### src/rtl/ccd_pkg.sv
// Shared timing constants and helpers for the linear-CCD timing generator.
package ccd_pkg;

    // Default timing for a TCD1304-class sensor driven from a 50 MHz clock.
    localparam int unsigned CCD_MCLK_HALF = 12;     // sys clocks per Master half-period
    localparam int unsigned CCD_FRAME_LEN = 14776;  // Master cycles per readout frame
    localparam int unsigned CCD_ICG_LOW   = 5;      // Master cycles Icg held low
    localparam int unsigned CCD_SH_START  = 1;      // frame count of the transfer pulse
    localparam int unsigned CCD_SH_WIDTH  = 2;      // Sh pulse width in Master cycles
    localparam int unsigned CCD_SH_MIN    = 4;      // shortest allowed Sh period

    // Unsigned clamp of the requested Sh period to the minimum legal period.
    function automatic logic [15:0] clamp_period(input logic [15:0] req,
                                                 input logic [15:0] pmin);
        logic [15:0] res;
        if (req < pmin) begin
            res = pmin;
        end else begin
            res = req;
        end
        return res;
    endfunction

endpackage

### src/rtl/ccd_mclk_div.sv
// Master clock divider: divides the system clock by 2*MCLK_HALF and flags
// the system-clock edge on which Master rises (the "tick").
module ccd_mclk_div
    import ccd_pkg::*;
#(
    parameter int unsigned MCLK_HALF = CCD_MCLK_HALF
) (
    input  logic i_clk,
    input  logic i_rst_n,
    output logic o_master,
    output logic o_tick
);

    localparam int unsigned DIV_W = (MCLK_HALF > 1) ? $clog2(MCLK_HALF) : 1;
    localparam logic [DIV_W-1:0] DIV_TC  = DIV_W'(MCLK_HALF - 1);
    localparam logic [DIV_W-1:0] DIV_ONE = DIV_W'(1);

    logic [DIV_W-1:0] r_div;
    logic             r_master;
    logic             w_tc;

    assign w_tc     = (r_div == DIV_TC);
    // High during the cycle whose closing edge toggles Master from 0 to 1, so
    // downstream registers enabled by it change together with the Master rise.
    assign o_tick   = w_tc & ~r_master;
    assign o_master = r_master;

    // Half-period counter; Master toggles each time it wraps.
    always_ff @(posedge i_clk or negedge i_rst_n) begin
        if (!i_rst_n) begin
            r_div    <= {DIV_W{1'b0}};
            r_master <= 1'b0;
        end else if (w_tc) begin
            r_div    <= {DIV_W{1'b0}};
            r_master <= ~r_master;
        end else begin
            r_div    <= r_div + DIV_ONE;
            r_master <= r_master;
        end
    end

endmodule

### src/rtl/ccd_interface.sv
// Linear CCD timing generator: Master clock, Icg frame gate and Sh shutter
// pulses. Icg/Sh are registered and only change on the Master rising edge.
module ccd_interface
    import ccd_pkg::*;
#(
    parameter int unsigned MCLK_HALF = CCD_MCLK_HALF,
    parameter int unsigned FRAME_LEN = CCD_FRAME_LEN,
    parameter int unsigned ICG_LOW   = CCD_ICG_LOW,
    parameter int unsigned SH_START  = CCD_SH_START,
    parameter int unsigned SH_WIDTH  = CCD_SH_WIDTH,
    parameter int unsigned SH_MIN    = CCD_SH_MIN
) (
    input  logic        clk_50m,
    input  logic        rst,
    input  logic [15:0] SH_Pulse,
    output logic        Master,
    output logic        Icg,
    output logic        Sh
);

    localparam int unsigned F_W = $clog2(FRAME_LEN);
    localparam logic [F_W-1:0] F_LAST  = F_W'(FRAME_LEN - 1);
    localparam logic [F_W-1:0] F_ZERO  = F_W'(0);
    localparam logic [F_W-1:0] F_ONE   = F_W'(1);
    localparam logic [F_W-1:0] F_ICG   = F_W'(ICG_LOW);
    localparam logic [F_W-1:0] F_SHS   = F_W'(SH_START);
    localparam logic [15:0]    P_MIN   = 16'(SH_MIN);
    localparam logic [15:0]    S_WID   = 16'(SH_WIDTH);
    localparam logic [31:0]    L_FRAME = 32'(FRAME_LEN);
    localparam logic [31:0]    L_WID   = 32'(SH_WIDTH);

    logic           w_tick;
    logic           w_master;

    logic [F_W-1:0] r_f;
    logic [15:0]    r_s;
    logic [15:0]    r_p;
    logic           r_icg;
    logic           r_sh;

    logic [F_W-1:0] w_f_next;
    logic [15:0]    w_p_next;
    logic [15:0]    w_s_next;
    logic           w_in_pulse;
    logic           w_fits;
    logic           w_icg_next;
    logic           w_sh_next;

    ccd_mclk_div #(
        .MCLK_HALF (MCLK_HALF)
    ) u_div (
        .i_clk    (clk_50m),
        .i_rst_n  (rst),
        .o_master (w_master),
        .o_tick   (w_tick)
    );

    assign Master = w_master;
    assign Icg    = r_icg;
    assign Sh     = r_sh;

    // Next frame position, Sh phase and gate levels for the coming tick.
    always_comb begin
        w_f_next   = F_ZERO;
        w_p_next   = r_p;
        w_s_next   = 16'd0;
        w_in_pulse = 1'b0;
        w_fits     = 1'b0;
        w_icg_next = 1'b1;
        w_sh_next  = 1'b0;

        if (r_f == F_LAST) begin
            w_f_next = F_ZERO;
        end else begin
            w_f_next = r_f + F_ONE;
        end

        // Sh period is sampled only at frame start so a frame is never torn.
        if (w_f_next == F_ZERO) begin
            w_p_next = clamp_period(SH_Pulse, P_MIN);
        end else begin
            w_p_next = r_p;
        end

        // Phase restarts at the transfer pulse and then wraps modulo the period.
        if (w_f_next <= F_SHS) begin
            w_s_next = 16'd0;
        end else if ((r_s + 16'd1) >= r_p) begin
            w_s_next = 16'd0;
        end else begin
            w_s_next = r_s + 16'd1;
        end

        w_in_pulse = (w_f_next >= F_SHS) && (w_s_next < S_WID);
        // Pulse start = f - s; it must end within the frame: start + W <= L.
        w_fits     = (32'(w_f_next) + L_WID) <= (L_FRAME + 32'(w_s_next));
        w_sh_next  = w_in_pulse & w_fits;
        w_icg_next = (w_f_next >= F_ICG);
    end

    // Frame/Sh state advances only on ticks so outputs align with Master rising.
    always_ff @(posedge clk_50m or negedge rst) begin
        if (!rst) begin
            r_f   <= F_LAST;
            r_s   <= 16'd0;
            r_p   <= P_MIN;
            r_icg <= 1'b1;
            r_sh  <= 1'b0;
        end else if (w_tick) begin
            r_f   <= w_f_next;
            r_s   <= w_s_next;
            r_p   <= w_p_next;
            r_icg <= w_icg_next;
            r_sh  <= w_sh_next;
        end else begin
            r_f   <= r_f;
            r_s   <= r_s;
            r_p   <= r_p;
            r_icg <= r_icg;
            r_sh  <= r_sh;
        end
    end

endmodule

### config.mk
export PLATFORM = sky130hd
export DESIGN_NAME = ccd_interface
export DESIGN_NICKNAME = d
export VERILOG_FILES = /design/src/rtl/ccd_pkg.sv /design/src/rtl/ccd_mclk_div.sv /design/src/rtl/ccd_interface.sv
export SDC_FILE = /design/constraint.sdc
export NUM_CORES = 1
export LEC_CHECK = 0
export ABC_AREA = 1
export BUFFER_PORTS_ARGS = -buffer_cell sky130_fd_sc_hd__buf_2
export CAP_MARGIN = 10
export CORE_ASPECT_RATIO = 1.1
export CORE_UTILIZATION = 57
export DETAILED_ROUTE_END_ITERATION = 12
export GPL_TIMING_DRIVEN = 0
export PLACE_DENSITY_LB_ADDON = 0.2
export SKIP_CTS_REPAIR_TIMING = 1
export SYNTH_ARGS = -nofsm -noshare
export SYNTH_HDL_FRONTEND = slang
export SYNTH_SLANG_ARGS = --single-unit
### constraint.sdc
create_clock -name clk_50m -period 4 [get_ports clk_50m]
set_input_delay 0.2 -clock clk_50m [delete_from_list [all_inputs] [get_ports clk_50m]]
set_output_delay 0.2 -clock clk_50m [all_outputs]
set_load 0.01 [all_outputs]
==> results of run 1 <==
-- stage by stage --
stage / hold slack, ns / TNS (ns)
global route: 0.120 / -1.47
CTS: 0.125 / -1.19
floorplan: -0.0956 / -0.289
detailed placement: 0.451 / -1.10
finish: 0.124 / -1.14
global placement: 0.445 / -1.05
-- layout by cell type (no fill, tap or decap), drive strengths merged, types with 2 or more instances in the layout --
cell,netlist,routed
dfstp,12,12
clkbuf,6,12
mux2,5,5
xor2,23,23
clkinv,1,2
buf,4,36
nor4,9,9
nor3,11,11
o211ai,2,2
o21ai,42,42
nand3,42,42
nand2,154,154
or2,5,5
ha,38,38
xnor2,4,4
nand4,11,11
dfrtp,41,41
inv,94,94
a21oi,31,31
nor2,82,82
-- worst paths after layout --
path | startpoint | end | slack (ns)
worst max-delay path | r_s[2] | Sh | -1.14
worst min-delay path | SH_Pulse[3] | r_p[3] | 0.12
worst max register to register | r_s[2] | Sh | -1.14
worst min register to register | u_div.r_div[0] | u_div.r_div[0] | 0.48
max in group asynchronous | rst | r_f[1] | 3.05
min in group asynchronous | rst | r_f[6] | 0.35
-- flip-flops by register name, indices dropped and copies added, names as in the netlist --
signal / flops
r_p: 16
r_s: 16
r_f: 14
u_div.r_div: 4
Icg: 1
Sh: 1
u_div.o_master: 1
-- final cells by class --
class / count / area [um^2] / area share [%]
Clock buffer: 6 / 72.6 / 1.39
Clock inverter: 2 / 35.0 / 0.673
Multi-Input combinational cell: 472 / 2980 / 57.4
Timing Repair Buffer: 33 / 213 / 4.09
Tap cell: 108 / 135 / 2.60
Inverter: 95 / 359 / 6.90
Buffer: 10 / 61.3 / 1.18
Sequential cell: 53 / 1340 / 25.8
-- routing by layer --
layer,up-vias,global-route usage [%],routed length (um)
li1,2133,-,-
met1,1964,31.8,4560
met2,133,52.3,5940
met3,45,3.34,473
met4,0,14.8,449
met5,-,0,0
-- cell families after synthesis --
group                      Yosys count  synth area share [%]
and+or+nand+nor                    318                  33.6
buffers and inverters              105                  9.14
AOI/OAI and AO/OA                   84                  11.0
DFF                                 53                  29.2
adders and majority gates           38                  10.3
xor gates and xnor gates            27                  5.14
muxes                                5                  1.63
-- worst register-to-register path: cells and delay by family (launching register included) --
family | cells | cell delay, ns
compound gates | 6 | 0.74
fa+ha+maj | 3 | 0.81
xor+xnor | 2 | 0.41
flops | 1 | 0.44
simple gates | 18 | 2.50
buf+inv | 2 | 0.15
-- power groups by stage --
stage / Sequential [mW] / Clock [mW] / Combinational (mW)
5_1_grt: 0.546 / 0.398 / 0.0529
3_5_place_dp: 0.555 / 0 / 0.0448
2_1_floorplan: 0.555 / 0 / 0.0189
4_1_cts: 0.545 / 0.376 / 0.0448
6_report: 0.545 / 0.371 / 0.0469
3_3_place_gp: 0.555 / 0 / 0.0420
==> impl_metrics.tcl, run 1 <==
set metrics [dict create \
    outcome "complete, but fails checks" \
    violations "negative setup slack" \
    worst_pin_slew_ns 0.605 \
    rsz0062_at_grt "yes" \
    report.power.total_mw 0.963 \
    synth.avg_cell_area_um2 7.30 \
    grt_pass1_wl_um 18400 \
    antenna_left 0 \
    insertedDiodeCount 0 \
    dieWidth_um 87.7 \
    vias 4275 \
    p_comb_share_pct 4.9 \
    die_area_um2 8440 \
    finalHoldViolCount 0 \
    yosysSeqAreaShare_pct 29.2 \
    synthFlopType "dfrtp_1" \
    clk_pin_slew_ns 0.10 \
    synth_edf_count 0 \
    crit_required_ns 4.21 \
    place_area_um2 4860 \
    path_max_fanout 5 \
    postLayoutCellArea_um2 5200 \
    cts_root_buf "clkbuf_8" \
    start_kind "flop" \
    critPathCaptureType "flop" \
    synth.most_common_cell "nand2_1" \
    ys.warnings.count 0 \
    pwr-share-clk_pct 38.5 \
    cp_num_buf_inv 2 \
    internal-power_mw 0.748 \
    synth_top_area_share_pct 22.3 \
    layout-drive-gt1-share_pct 24.4 \
    min_period_over_period_pct 129 \
    fin_nets 726 \
    ys_types 47 \
    wirelength_um 11400 \
    dp_slack_ns -1.10 \
    fp.dieH_um 96.2 \
    finalMaxSlewViolations 0 \
    netlist_top_cells_count "nand2_1 (135), inv_1 (87), nor2_1 (64)" \
    synthArstFlopShare_pct 100 \
    timing.slew.headroom_pct 59.7 \
    area_delta_synth_final_pct 13.1 \
    port-buffer-count 20 \
    postLayoutCoreUtil_pct 66.1 \
    crit_type "reg -> reg" \
    max-vdd-ir-drop_mv 0.177 \
    syn_nets 686 \
    cp.arrival_ns 5.35 \
    numCtsBuffers 5 \
    skew_ns 0.00855 \
    ys_seq_elements 53 \
    timing.fmax_ghz 0.194 \
    cts_tree "done" \
    nFillCells 664 \
    powerDensity_nw_per_um2 185 \
    holdCritPathClass "in -> reg" \
    synth_area_leader_cell "dfrtp_1" \
    grtUsageTotal_pct 28.3 \
    slowest_delay_ns 0.44 \
    first_pass_iters 4 \
    cp.depth 31 \
    fin_crit_ns 5.14 \
    worstHoldPathCells 2 \
    synth_area_leaders "dfrtp_1 (22%), nand2_1 (11%), ha_1 (10%)" \
    crit_top_cell "nand2_1" \
    syn_area_um2 4600 \
    pwr-share-seq_pct 56.6 \
    finalWorstSetupSlack_ns -1.14 \
    drc_errors 0 \
    swShare_pct 22.3 \
    r2r_cells 31 \
    cts_buffer_depth 2 \
    dp.cells 758 \
    drv_cap 0 \
    grt_max_degree 54 \
    dp_hpwl_um 8660 \
    grt_pass1_vias 4143 \
    coreArea_um2 7870 \
    finalNonFillerCells 779 \
    finalSetupViolCount 1 \
    cts_max_level 2 \
    dr.first_iter.drc_count 194 \
    insertion_delay_ns 0.32 \
    rows 34 \
    cp_top_family "simple AND/OR/NAND/NOR gates" \
    initial_core_util_pct 58.5 \
    p_leak_nw 2.55 \
    clock-sinks 53 \
    postSynthCellCount 630 \
    grt_overflow 0 \
    vias_per_cell 5.49 \
    crit_slowest_cell "dfrtp_1" \
    p_sw_mw 0.215 \
    routedWlPerCell_um 14.7 \
    place_congestion 0.911 \
    antenna_found_initial 0 \
    io_pins 21 \
]
No activity file was read; power rests on OpenSTA's default activity.
==> inputs of run 2 (changes only) <==
--- a/config.mk
+++ b/config.mk
@@ -13,6 +13,7 @@
 export DETAILED_ROUTE_END_ITERATION = 12
 export GPL_TIMING_DRIVEN = 0
 export PLACE_DENSITY_LB_ADDON = 0.2
+export RECOVER_POWER = 100
 export SKIP_CTS_REPAIR_TIMING = 1
 export SYNTH_ARGS = -nofsm -noshare
 export SYNTH_HDL_FRONTEND = slang
==> impl_metrics.tcl, run 2 (same netlist as run 1, synthesis figures left out) <==
set metrics [dict create \
    r2r_setup_slack_ns -1.10 \
    worst_pin_slew_ns 1.92 \
    grt_pass1_wl_um 18400 \
    dr.first_iter.drc_count 189 \
    min_period_over_period_pct 128 \
    finalMaxSlewViolations 38 \
    internal-power_mw 0.746 \
    area_delta_synth_final_pct 12.6 \
    dp_hpwl_um 8660 \
    initial_core_util_pct 58.5 \
    crit_slowest_cell "dfrtp_1" \
    grtUsageTotal_pct 28.3 \
    fin_crit_ns 5.10 \
    port-buffer-count 20 \
    powerDensity_nw_per_um2 185 \
    swShare_pct 22.2 \
    violations "max-capacitance violations, max-slew violations, negative setup slack" \
    start_kind "flop" \
    drc_errors 0 \
    layout-drive-gt1-share_pct 23.4 \
    crit_type "reg -> reg" \
    tns_ns -1.10 \
    vias 4244 \
    clk_pin_slew_ns 0.10 \
    numCtsBuffers 5 \
    fp.dieH_um 96.2 \
    crit_required_ns 4.21 \
    slowest_delay_ns 0.44 \
    final_cell_mix "nand2_1 (130), inv_1 (86), nor2_1 (57), dfrtp_1 (40)" \
    max-vdd-ir-drop_mv 0.177 \
    critPathCaptureType "flop" \
    rows 34 \
    grt_max_degree 54 \
    vias_per_cell 5.45 \
    cts_root_buf "clkbuf_8" \
    timing.fmax_ghz 0.196 \
    p_sw_mw 0.214 \
    timing.slew.headroom_pct -28.3 \
    grt_pass1_vias 4143 \
    rsz0062_at_grt "yes" \
    cts_max_level 2 \
    io_pins 21 \
    path_max_fanout 5 \
    grt_overflow 0 \
    finalWorstSetupSlack_ns -1.10 \
    outcome "complete, but fails checks" \
    insertion_delay_ns 0.32 \
    holdCritPathClass "in -> reg" \
    p_leak_nw 2.53 \
    place_congestion 0.911 \
    antenna_left 0 \
    top_regs "r_p x16, r_s x16, r_f x14" \
    cp.arrival_ns 5.31 \
    layout_commonest_cell "nand2_1" \
    insertedDiodeCount 0 \
    pwr-share-clk_pct 38.6 \
    fin_nets 726 \
    pwr-share-seq_pct 56.8 \
    first_pass_iters 5 \
    dieWidth_um 87.7 \
    routedWlPerCell_um 14.7 \
    p_comb_share_pct 4.7 \
    coreArea_um2 7870 \
    die_area_um2 8440 \
    skew_ns 0.00772 \
    finalSetupViolCount 1 \
    hold_slack_ns 0.124 \
    crit_top_cell "nand2_1" \
    drv_cap 1 \
    clock-sinks 53 \
    cts_tree "done" \
    wirelength_um 11500 \
    cts_buffer_depth 2 \
    antenna_found_initial 0 \
    finalHoldViolCount 0 \
]
## run 2: cell count changes in the layout (fill, tap and decap cells not counted), sizes merged
cell | before | now
buf | 36 | 31
clkbuf | 12 | 17
## run 2: worst paths after layout
path / end / cells after the start / start
hold reg to reg: u_div.r_div[0] / 1 / u_div.r_div[0]
hold / removal: r_p[3] / 2 / SH_Pulse[3]
setup / recovery: Sh / 31 / r_s[2]
max in group asynchronous: r_s[0] / 3 / rst
setup reg to reg: Sh / 31 / r_s[2]
min in group asynchronous: r_f[6] / 2 / rst
## run 2: through the flow
stage          cells  util [%]  setup slack, ns  power (mW)  area (um^2)
2_1_floorplan    630         -           -0.289       0.573         4620
3_3_place_gp     758      61.7            -1.05       0.597         4860
3_5_place_dp     758      61.7            -1.10       0.600         4860
4_1_cts          766      63.1            -1.19       0.966         4960
5_1_grt          779      65.8            -1.47       0.995         5180
6_report         779      65.8            -1.10       0.960         5180
## run 2: layout make-up
class,count,area [um^2]
Tap cell,108,135
Inverter,95,359
Buffer,10,61.3
Fill cell,668,2690
Multi-Input combinational cell,472,2980
Timing Repair Buffer,33,191
Clock inverter,2,35.0
Sequential cell,53,1340
Clock buffer,6,72.6
## run 2: worst max-delay path: cells and delay by family (launching register included)
kind / cells / cell delay [ns]
AOI/OAI and AO/OA: 6 / 0.71
DFF: 1 / 0.44
adders and majority gates: 3 / 0.81
xor gates and xnor gates: 2 / 0.41
and+or+nand+nor: 18 / 2.47
buffers and inverters: 2 / 0.15
## run 2: power by group through the flow
stage               registers [mW]  logic [mW]  clock network [mW]
finish                       0.545      0.0447               0.370
global route                 0.546      0.0506               0.398
CTS                          0.545      0.0448               0.376
detailed placement           0.555      0.0448                   0
global placement             0.555      0.0420                   0
floorplan                    0.555      0.0189                   0
## run 2: metal layers
layer / GRT usage [%] / share of wire (%) / vias up
met1: 31.8 / 40 / 1960
met5: 0 / 0 / -
li1: - / - / 2129
met2: 52.3 / 52 / 118
met4: 14.8 / 3.6 / 0
met3: 3.34 / 3.9 / 37
